<file path="config.mk">
export PLATFORM = sky130hd
export DESIGN_NAME = rf_scan_reader
export DESIGN_NICKNAME = d
export VERILOG_FILES = /design/src/rtl/rf_scan_reader.sv
export SDC_FILE = /design/constraint.sdc
export NUM_CORES = 1
export LEC_CHECK = 0
export ABC_CLOCK_PERIOD_IN_PS = 1380
export BUFFER_PORTS_ARGS = -buffer_cell sky130_fd_sc_hd__buf_4
export CAP_MARGIN = 0
export CORE_MARGIN = 2
export CORE_UTILIZATION = 43
export DETAILED_ROUTE_END_ITERATION = 10
export GPL_ROUTABILITY_DRIVEN = 1
export PLACE_DENSITY = 0.76
export REMOVE_ABC_BUFFERS = 1
export SLEW_MARGIN = 20
export SYNTH_ARGS = -nofsm -noshare
export SYNTH_HDL_FRONTEND = slang
export SYNTH_SLANG_ARGS = --single-unit
</file>
<file path="constraint.sdc">
create_clock -name HCLK -period 1.38 [get_ports HCLK]
set_input_delay 0.207 -clock HCLK [delete_from_list [all_inputs] [get_ports HCLK]]
set_output_delay 0.207 -clock HCLK [all_outputs]
set_load 0.1 [all_outputs]
</file>
<file path="src/rtl/rf_scan_reader.sv">
// rf_scan_reader: read-side master that walks a contiguous, optionally wrapping
// range of register-file indices and streams each entry out over valid/ready.
//
// Ports:
//   HCLK, HRESETn       clock, asynchronous active-low reset
//   start, first, last  scan request and inclusive index range (sampled in idle)
//   busy, done          scan in progress / one-cycle completion pulse
//   rf_ra, rf_da        register-file read address and combinational read data
//   m_valid, m_ready    output stream handshake
//   m_data, m_index     beat payload and the index it was read from
//   csum, csum_valid    XOR checksum of all transferred beats (optional)
//
// Optional feature: define RF_SCAN_READER_CSUM_EN to add csum/csum_valid.
module rf_scan_reader #(
  parameter int unsigned AW = 6,
  parameter int unsigned DW = 64
) (
  input  logic          HCLK,
  input  logic          HRESETn,
  input  logic          start,
  input  logic [AW-1:0] first,
  input  logic [AW-1:0] last,
  output logic          busy,
  output logic          done,
  output logic [AW-1:0] rf_ra,
  input  logic [DW-1:0] rf_da,
  output logic          m_valid,
  input  logic          m_ready,
  output logic [DW-1:0] m_data,
  output logic [AW-1:0] m_index
`ifdef RF_SCAN_READER_CSUM_EN
  ,
  output logic [DW-1:0] csum,
  output logic          csum_valid
`endif
);

  typedef enum logic [1:0] {StIdle, StRead, StDrain} state_e;

  state_e        state_q, state_d;
  logic [AW-1:0] ptr_q, ptr_d;
  logic [AW:0]   rem_q, rem_d;
  logic [AW-1:0] rf_ra_q;
  logic          m_valid_q, m_valid_d;
  logic [DW-1:0] m_data_q, m_data_d;
  logic [AW-1:0] m_index_q, m_index_d;
  logic          done_q, done_d;

  logic          xfer;
  logic          capture;
  logic          start_ok;
  logic [AW-1:0] span;

  assign xfer    = m_valid_q & m_ready;
  // The output register may be refilled when empty or being drained this cycle.
  assign capture = (state_q == StRead) && (!m_valid_q || m_ready);
  // done_q is only ever high in idle; blocking start there defers a new scan by one cycle.
  assign start_ok = (state_q == StIdle) && start && !done_q;
  assign span     = last - first;

  always_comb begin
    state_d   = state_q;
    ptr_d     = ptr_q;
    rem_d     = rem_q;
    m_valid_d = m_valid_q;
    m_data_d  = m_data_q;
    m_index_d = m_index_q;
    done_d    = 1'b0;

    if (xfer) m_valid_d = 1'b0;

    if (capture) begin
      m_data_d  = rf_da;
      m_index_d = ptr_q;
      m_valid_d = 1'b1;
      ptr_d     = ptr_q + AW'(1);
      rem_d     = rem_q - (AW+1)'(1);
    end

    unique case (state_q)
      StIdle: begin
        if (start_ok) begin
          ptr_d   = first;
          // Modular span plus one: first==last+1 yields the full 2^AW beats.
          rem_d   = {1'b0, span} + (AW+1)'(1);
          state_d = StRead;
        end
      end
      StRead: begin
        if (capture && rem_q == (AW+1)'(1)) state_d = StDrain;
      end
      StDrain: begin
        if (xfer) begin
          state_d = StIdle;
          done_d  = 1'b1;
        end
      end
      default: state_d = StIdle;
    endcase
  end

  always_ff @(posedge HCLK or negedge HRESETn) begin
    if (!HRESETn) begin
      state_q   <= StIdle;
      ptr_q     <= '0;
      rem_q     <= '0;
      rf_ra_q   <= '0;
      m_valid_q <= 1'b0;
      m_data_q  <= '0;
      m_index_q <= '0;
      done_q    <= 1'b0;
    end else begin
      state_q   <= state_d;
      ptr_q     <= ptr_d;
      rem_q     <= rem_d;
      // Tracks the next pointer so the file's read data is ready at the capture edge.
      rf_ra_q   <= ptr_d;
      m_valid_q <= m_valid_d;
      m_data_q  <= m_data_d;
      m_index_q <= m_index_d;
      done_q    <= done_d;
    end
  end

  assign busy    = (state_q != StIdle);
  assign done    = done_q;
  assign rf_ra   = rf_ra_q;
  assign m_valid = m_valid_q;
  assign m_data  = m_data_q;
  assign m_index = m_index_q;

`ifdef RF_SCAN_READER_CSUM_EN
  logic [DW-1:0] csum_q, csum_d;
  logic          csum_valid_q;

  always_comb begin
    csum_d = csum_q;
    if (start_ok)  csum_d = '0;
    else if (xfer) csum_d = csum_q ^ m_data_q;
  end

  always_ff @(posedge HCLK or negedge HRESETn) begin
    if (!HRESETn) begin
      csum_q       <= '0;
      csum_valid_q <= 1'b0;
    end else begin
      csum_q       <= csum_d;
      csum_valid_q <= done_d;
    end
  end

  assign csum       = csum_q;
  assign csum_valid = csum_valid_q;
`endif

endmodule

</file>
==> impl_metrics.csv, run 1 <==
group,metric,value,unit
outcome,outcome,"finished with violations",
outcome,violations,"setup timing",
yosys,ys_seq_area_share,57.5,%
final_layout,layout.cells.non_filler,597,
timing,worst_pin_slew,0.386,ns
placed_design,placed_cell_area,5290,µm²
setup_path,crit_path_end_kind,"flop",
clock_tree,cts_root_buffer,"clkbuf_8",
timing,rsz0062_at_grt,"true",
routing,routed_wl,10400,µm
yosys,synth_cell_types,41,
floorplan,dieHeight,97.9,µm
floorplan,row_count,34,
routing,first_pass_iters,5,
yosys,synthTopCellsByCount,"dfrtp_1, mux2_2, nand2_1",
final_layout,final_util,72.0,%
timing,max_freq,0.624,GHz
clock_tree,cts_sinks,87,
floorplan,die-area,9570,µm²
setup_path,startpoint_type,"primary input",
placed_design,dp_cells,559,
min_path,hp-class,"primary input to flop",
setup_path,arrival,1.84,ns
yosys,async_flop_share,100,%
routing,drc_errors,0,
timing,fin_ws,-0.223,ns
floorplan,start_util,43.9,%
final_layout,multiInputGateArea,1850,µm²
routing,antenna_left,0,
final_layout,nFillCells,566,
floorplan,num_io_pins,159,
global_routing,antenna_found_initial,0,
final_layout,fin_area,6210,µm²
placed_design,io_buffers,158,
yosys,syn_area,3790,µm²
timing,drv_slew,0,
routing,vias_per_cell,5.02,
timing,setup_viol,85,
global_routing,grt_pass1_wl,17000,µm
final_layout,nets,574,
yosys,avgSynthCellArea,13.7,µm²
routing,vias,2998,
yosys,synth.most_common_cell,"dfrtp_1",
final_layout,regArea,2180,µm²
final_layout,antenna_cells,0,
yosys,syn-instance-count,276,
clock_tree,cts_tree,"yes",
clock_tree,htree_num_levels,3,
placed_design,place_ws,-0.650,ns
job,drv_cap,0,
global_routing,grt_max_degree,42,
clock_tree,ctsLongestPathBuffers,2,
routing,routedWlPerCell,17.4,µm
setup_path,worstPathRequired,1.61,ns
timing,fin_crit_sh,116,%
floorplan,fp.dieW,97.9,µm
final_layout,drive_gt1_share,64.2,%
setup_path,worst-path-max-fanout,3,
global_routing,overflow,0,
yosys,synth_top_area_share,57.5,%
timing,relSlewSlack,74.0,%
yosys,dominantRegCellSynth,"dfrtp_1",
clock_tree,numCtsBuffers,9,
clock_tree,clock_latency,0.36,ns
setup_path,path_class,"primary input to flop",
yosys,ys_seq_elements,87,
timing,hold_viol_final,0,
yosys,synth.largest_area_cell,"dfrtp_1",
clock_tree,path_clk_slew,0.10,ns
global_routing,track_usage,22.3,%
floorplan,core_area,8640,µm²
yosys,synth_area_leaders,"dfrtp_1, mux2_2, ha_1, xor2_1, xnor2_1",
global_routing,grt_pass1_vias,3336,
timing,fin_crit,1.60,ns
placed_design,hpwl,6490,µm
yosys,synth_edf_count,0,
placed_design,globalplace.congestion,0.813,
yosys,yosysWarnings,0,
timing,finClkSkew,0.0168,ns
routing,drt_iter0_drc,101,
final_layout,area_growth,64.1,%
## registers in the layout, summed over array words and instances, names as in the netlist
name	count
rf_ra	6
m_index	6
m_valid	1
rem_q	7
done	1
state_q	2
m_data	64
## per-layer routing
metal	GRT usage [%]	routed length, µm	share of wire, %	vias to the layer above
met4	8.87	159	1.5	0
met2	37.0	5320	51	105
met3	4.58	534	5.1	10
met1	28.9	4380	42	1507
met5	0	0	0	-
li1	-	-	-	1376
## cells by family after synthesis
| family | count (synthesis) | synth area share, % |
|---|---|---|
| compound gates | 24 | 4.10 |
| mux | 71 | 21.1 |
| xor+xnor | 19 | 4.39 |
| buf+inv | 20 | 2.71 |
| simple gates | 45 | 6.74 |
| fa+ha+maj | 10 | 3.50 |
| flops | 87 | 57.5 |
## path summary, 6_finish.rpt
check	startpoint	to	slack (ns)	cells after the start
max	last[0]	rem_q[5]	-0.22	11
min	rf_da[34]	m_data[34]	0.07	2
max reg2reg	state_q[1]	m_data[38]	-0.18	6
min reg2reg	m_index[0]	m_index[0]	0.52	1
max in group asynchronous	HRESETn	rf_ra[0]	0.55	3
min in group asynchronous	HRESETn	m_data[47]	0.29	2
## worst max-delay path, cell delays in order
cell      delay (ns)
buf_4           0.11
inv_2           0.06
ha_4            0.13
inv_2           0.03
fa_2            0.36
a21o_1          0.20
a21oi_2         0.18
xnor2_2         0.15
nand3b_1        0.15
xnor2_2         0.19
a21oi_2         0.07
## stage by stage
stage | hold slack [ns] | TNS (ns)
after floorplan | -0.0886 | -172.24
after global placement | 0.128 | -8.26
after detailed placement | 0.129 | -9.77
after CTS | 0.0645 | -12.32
after global routing | 0.0517 | -15.28
final | 0.0690 | -8.77
## final cells by class
| type | count | area share (%) |
|---|---|---|
| Clock buffer | 12 | 2.34 |
| Clock inverter | 4 | 0.604 |
| Inverter | 9 | 0.544 |
| Multi-Input combinational cell | 169 | 29.7 |
| Sequential cell | 87 | 35.1 |
| Tap cell | 108 | 2.17 |
| Timing Repair Buffer | 208 | 29.6 |
## placed cells by master (no fill, tap or decap), types with 3 or more instances in the layout
master,count
a21oi_1,3
buf_12,9
buf_16,5
buf_4,178
buf_6,14
clkbuf_8,10
dfrtp_1,86
ha_1,8
inv_1,7
mux2_4,68
nand2_1,13
nand3_1,4
nand4_1,4
nor2_1,4
o21ai_1,10
xnor2_1,4
xnor2_2,3
xor2_1,11
## repair_timing
item	in CTS	in global routing
hold buffers	1	0
endpoints found under the setup margin	87	88
buffers inserted	15	6
pin swaps	7	11
gates resized for setup	105	33
gates cloned	10	0
hold endpoints to repair	21	0
Power of run 1 is left out: the tool's default activity adds up to more than one toggle a clock period on the data nets, which glitch-free logic cannot reach.
==> inputs of run 2 (changes only) <==
--- a/config.mk
+++ b/config.mk
@@ -5,14 +5,15 @@
 export SDC_FILE = /design/constraint.sdc
 export NUM_CORES = 1
 export LEC_CHECK = 0
-export ABC_CLOCK_PERIOD_IN_PS = 1380
+export ABC_CLOCK_PERIOD_IN_PS = 1500
 export BUFFER_PORTS_ARGS = -buffer_cell sky130_fd_sc_hd__buf_4
 export CAP_MARGIN = 0
 export CORE_MARGIN = 2
-export CORE_UTILIZATION = 43
+export CORE_UTILIZATION = 48
 export DETAILED_ROUTE_END_ITERATION = 10
 export GPL_ROUTABILITY_DRIVEN = 1
-export PLACE_DENSITY = 0.76
+export GPL_TIMING_DRIVEN = 0
+export PLACE_DENSITY = 0.8
 export REMOVE_ABC_BUFFERS = 1
 export SLEW_MARGIN = 20
 export SYNTH_ARGS = -nofsm -noshare
==> constraint.sdc (replaced) <==
create_clock -name HCLK -period 1.5 [get_ports HCLK]
set_input_delay 0.225 -clock HCLK [delete_from_list [all_inputs] [get_ports HCLK]]
set_output_delay 0.225 -clock HCLK [all_outputs]
set_load 0.1 [all_outputs]
==> run 2 against run 1 <==
  * The flow still finishes with violations (setup timing)
  * Register-to-register slack better by 0.06 ns
  * Die area is 10% lower
  * First-iteration DRC count is 33% lower
  * Highest routed layer unchanged
  * Utilization is 4.7 points higher
==> impl_metrics.csv, run 2 (synthesized netlist as in run 1, its figures left out) <==
group,metric,value,unit
outcome,violations,"setup timing",
setup_path,crit_path_end,"m_data[45]",
timing,max_freq,0.618,GHz
clock_tree,path_clk_slew,0.09,ns
clock_tree,numCtsBuffers,9,
global_routing,grt_max_degree,88,
clock_tree,cts_root_buffer,"clkbuf_8",
clock_tree,cts_sinks,87,
final_layout,area_growth,55.5,%
final_layout,final_common_cell,"buf_4",
timing,relSlewSlack,48.3,%
final_layout,antenna_cells,0,
routing,antenna_left,0,
routing,first_pass_iters,4,
global_routing,grt_pass1_wl,15400,µm
clock_tree,htree_num_levels,3,
setup_path,cp-startpoint,"state_q[1]",
final_layout,drive_gt1_share,62.0,%
floorplan,dieHeight,92.8,µm
job,drv_cap,0,
floorplan,start_util,49.3,%
floorplan,fp.dieW,92.8,µm
placed_design,globalplace.congestion,0.776,
clock_tree,ctsLongestPathBuffers,2,
routing,vias,2899,
final_layout,largest_reg_flops,64,
setup_path,ff2ff_setup_slack,-0.12,ns
clock_tree,cts_tree,"yes",
setup_path,crit_path_end_kind,"flop",
timing,fin_ws,-0.117,ns
setup_path,startpoint_type,"flop",
global_routing,track_usage,23.3,%
final_layout,nFillCells,511,
timing,fin_crit_sh,108,%
global_routing,overflow,0,
routing,drt_iter0_drc,68,
final_layout,final_util,76.6,%
min_path,hp-class,"primary input to flop",
outcome,outcome,"finished with violations",
floorplan,core_area,7690,µm²
timing,rsz0062_at_grt,"true",
placed_design,io_buffers,158,
setup_path,arrival,1.85,ns
setup_path,worstPathRequired,1.73,ns
floorplan,die-area,8620,µm²
final_layout,nets,546,
timing,setup_viol,58,
setup_path,worst-path-max-fanout,24,
setup_path,regToRegEndpoint,"m_data[45]",
timing,finClkSkew,0.0164,ns
routing,routedWlPerCell,18.4,µm
timing,drv_slew,0,
global_routing,antenna_found_initial,0,
timing,worst_pin_slew,0.776,ns
routing,vias_per_cell,5.15,
setup_path,rr_worst_depth,5,
global_routing,grt_pass1_vias,3081,
routing,drc_errors,0,
final_layout,final_cell_mix,"buf_4, dfrtp_1, mux2_4",
placed_design,hpwl,6190,µm
timing,hold_viol_final,0,
routing,routed_wl,10300,µm
clock_tree,clock_latency,0.35,ns
floorplan,num_io_pins,159,
timing,fin_crit,1.62,ns
setup_path,path_class,"flop to flop",
floorplan,row_count,32,
setup_path,r2r_start,"state_q[1]",
==> run 2: metrics by stage <==
stage          hold slack [ns]  TNS [ns]  cell area [µm²]  setup WS, ns  cells
5_1_grt                 0.0747     -7.92             5890        -0.179    563
6_report                0.0999     -3.53             5890        -0.117    563
4_1_cts                 0.0691     -3.14             5610       -0.0888    558
3_3_place_gp             0.448   -185.28             5030         -2.48    525
2_1_floorplan          -0.0706   -162.04             3720         -2.12    265
3_5_place_dp             0.450    -24.11             5060        -0.625    526
==> run 2: what timing repair did <==
action                     CTS  global route
pin swaps                   10             9
cloned                       5             2
hold buffers                 0             1
buffers inserted            11             2
hold endpoints to repair     0            16
setup endpoints to repair   85            84
gates resized for setup     40            45
==> run 2: worst min path at each step <==
stage / startpoint / to / slack [ns] / cells after the start
finish: first[3] / rf_ra[3] / 0.1 / 3
global route: rf_da[16] / m_data[16] / 0.07 / 2
CTS: rf_da[15] / m_data[15] / 0.07 / 2
detailed placement: rf_da[15] / m_data[15] / 0.45 / 2
global placement: rf_da[15] / m_data[15] / 0.45 / 2
floorplan: HRESETn / done / -0.07 / 0
==> run 2: area by class of cell <==
class	instances	area, µm²	area share [%]
Sequential cell	87	2180	37.0
Multi-Input combinational cell	171	1810	30.8
Timing Repair Buffer	178	1530	26.0
Clock buffer	11	141	2.40
Tap cell	102	128	2.17
Clock inverter	5	61.3	1.04
Inverter	9	36.3	0.616
==> run 2: layer usage <==
metal  vias to the layer above  part of all wire, %  track usage (%)
li1                       1325                    -                -
met1                      1449                   40             28.5
met2                       108                   52             39.9
met3                        17                  5.9             4.72
met4                         0                  2.3             10.5
met5                         -                    0                0
==> run 2: critical path, cell delays in order (launching register included) <==
cell	delay (ns)
dfrtp_2	0.44
nor2b_4	0.17
and2_4	0.20
buf_12	0.13
buf_16	0.19
mux2_2	0.36
Power of run 2 is left out for the same reason.
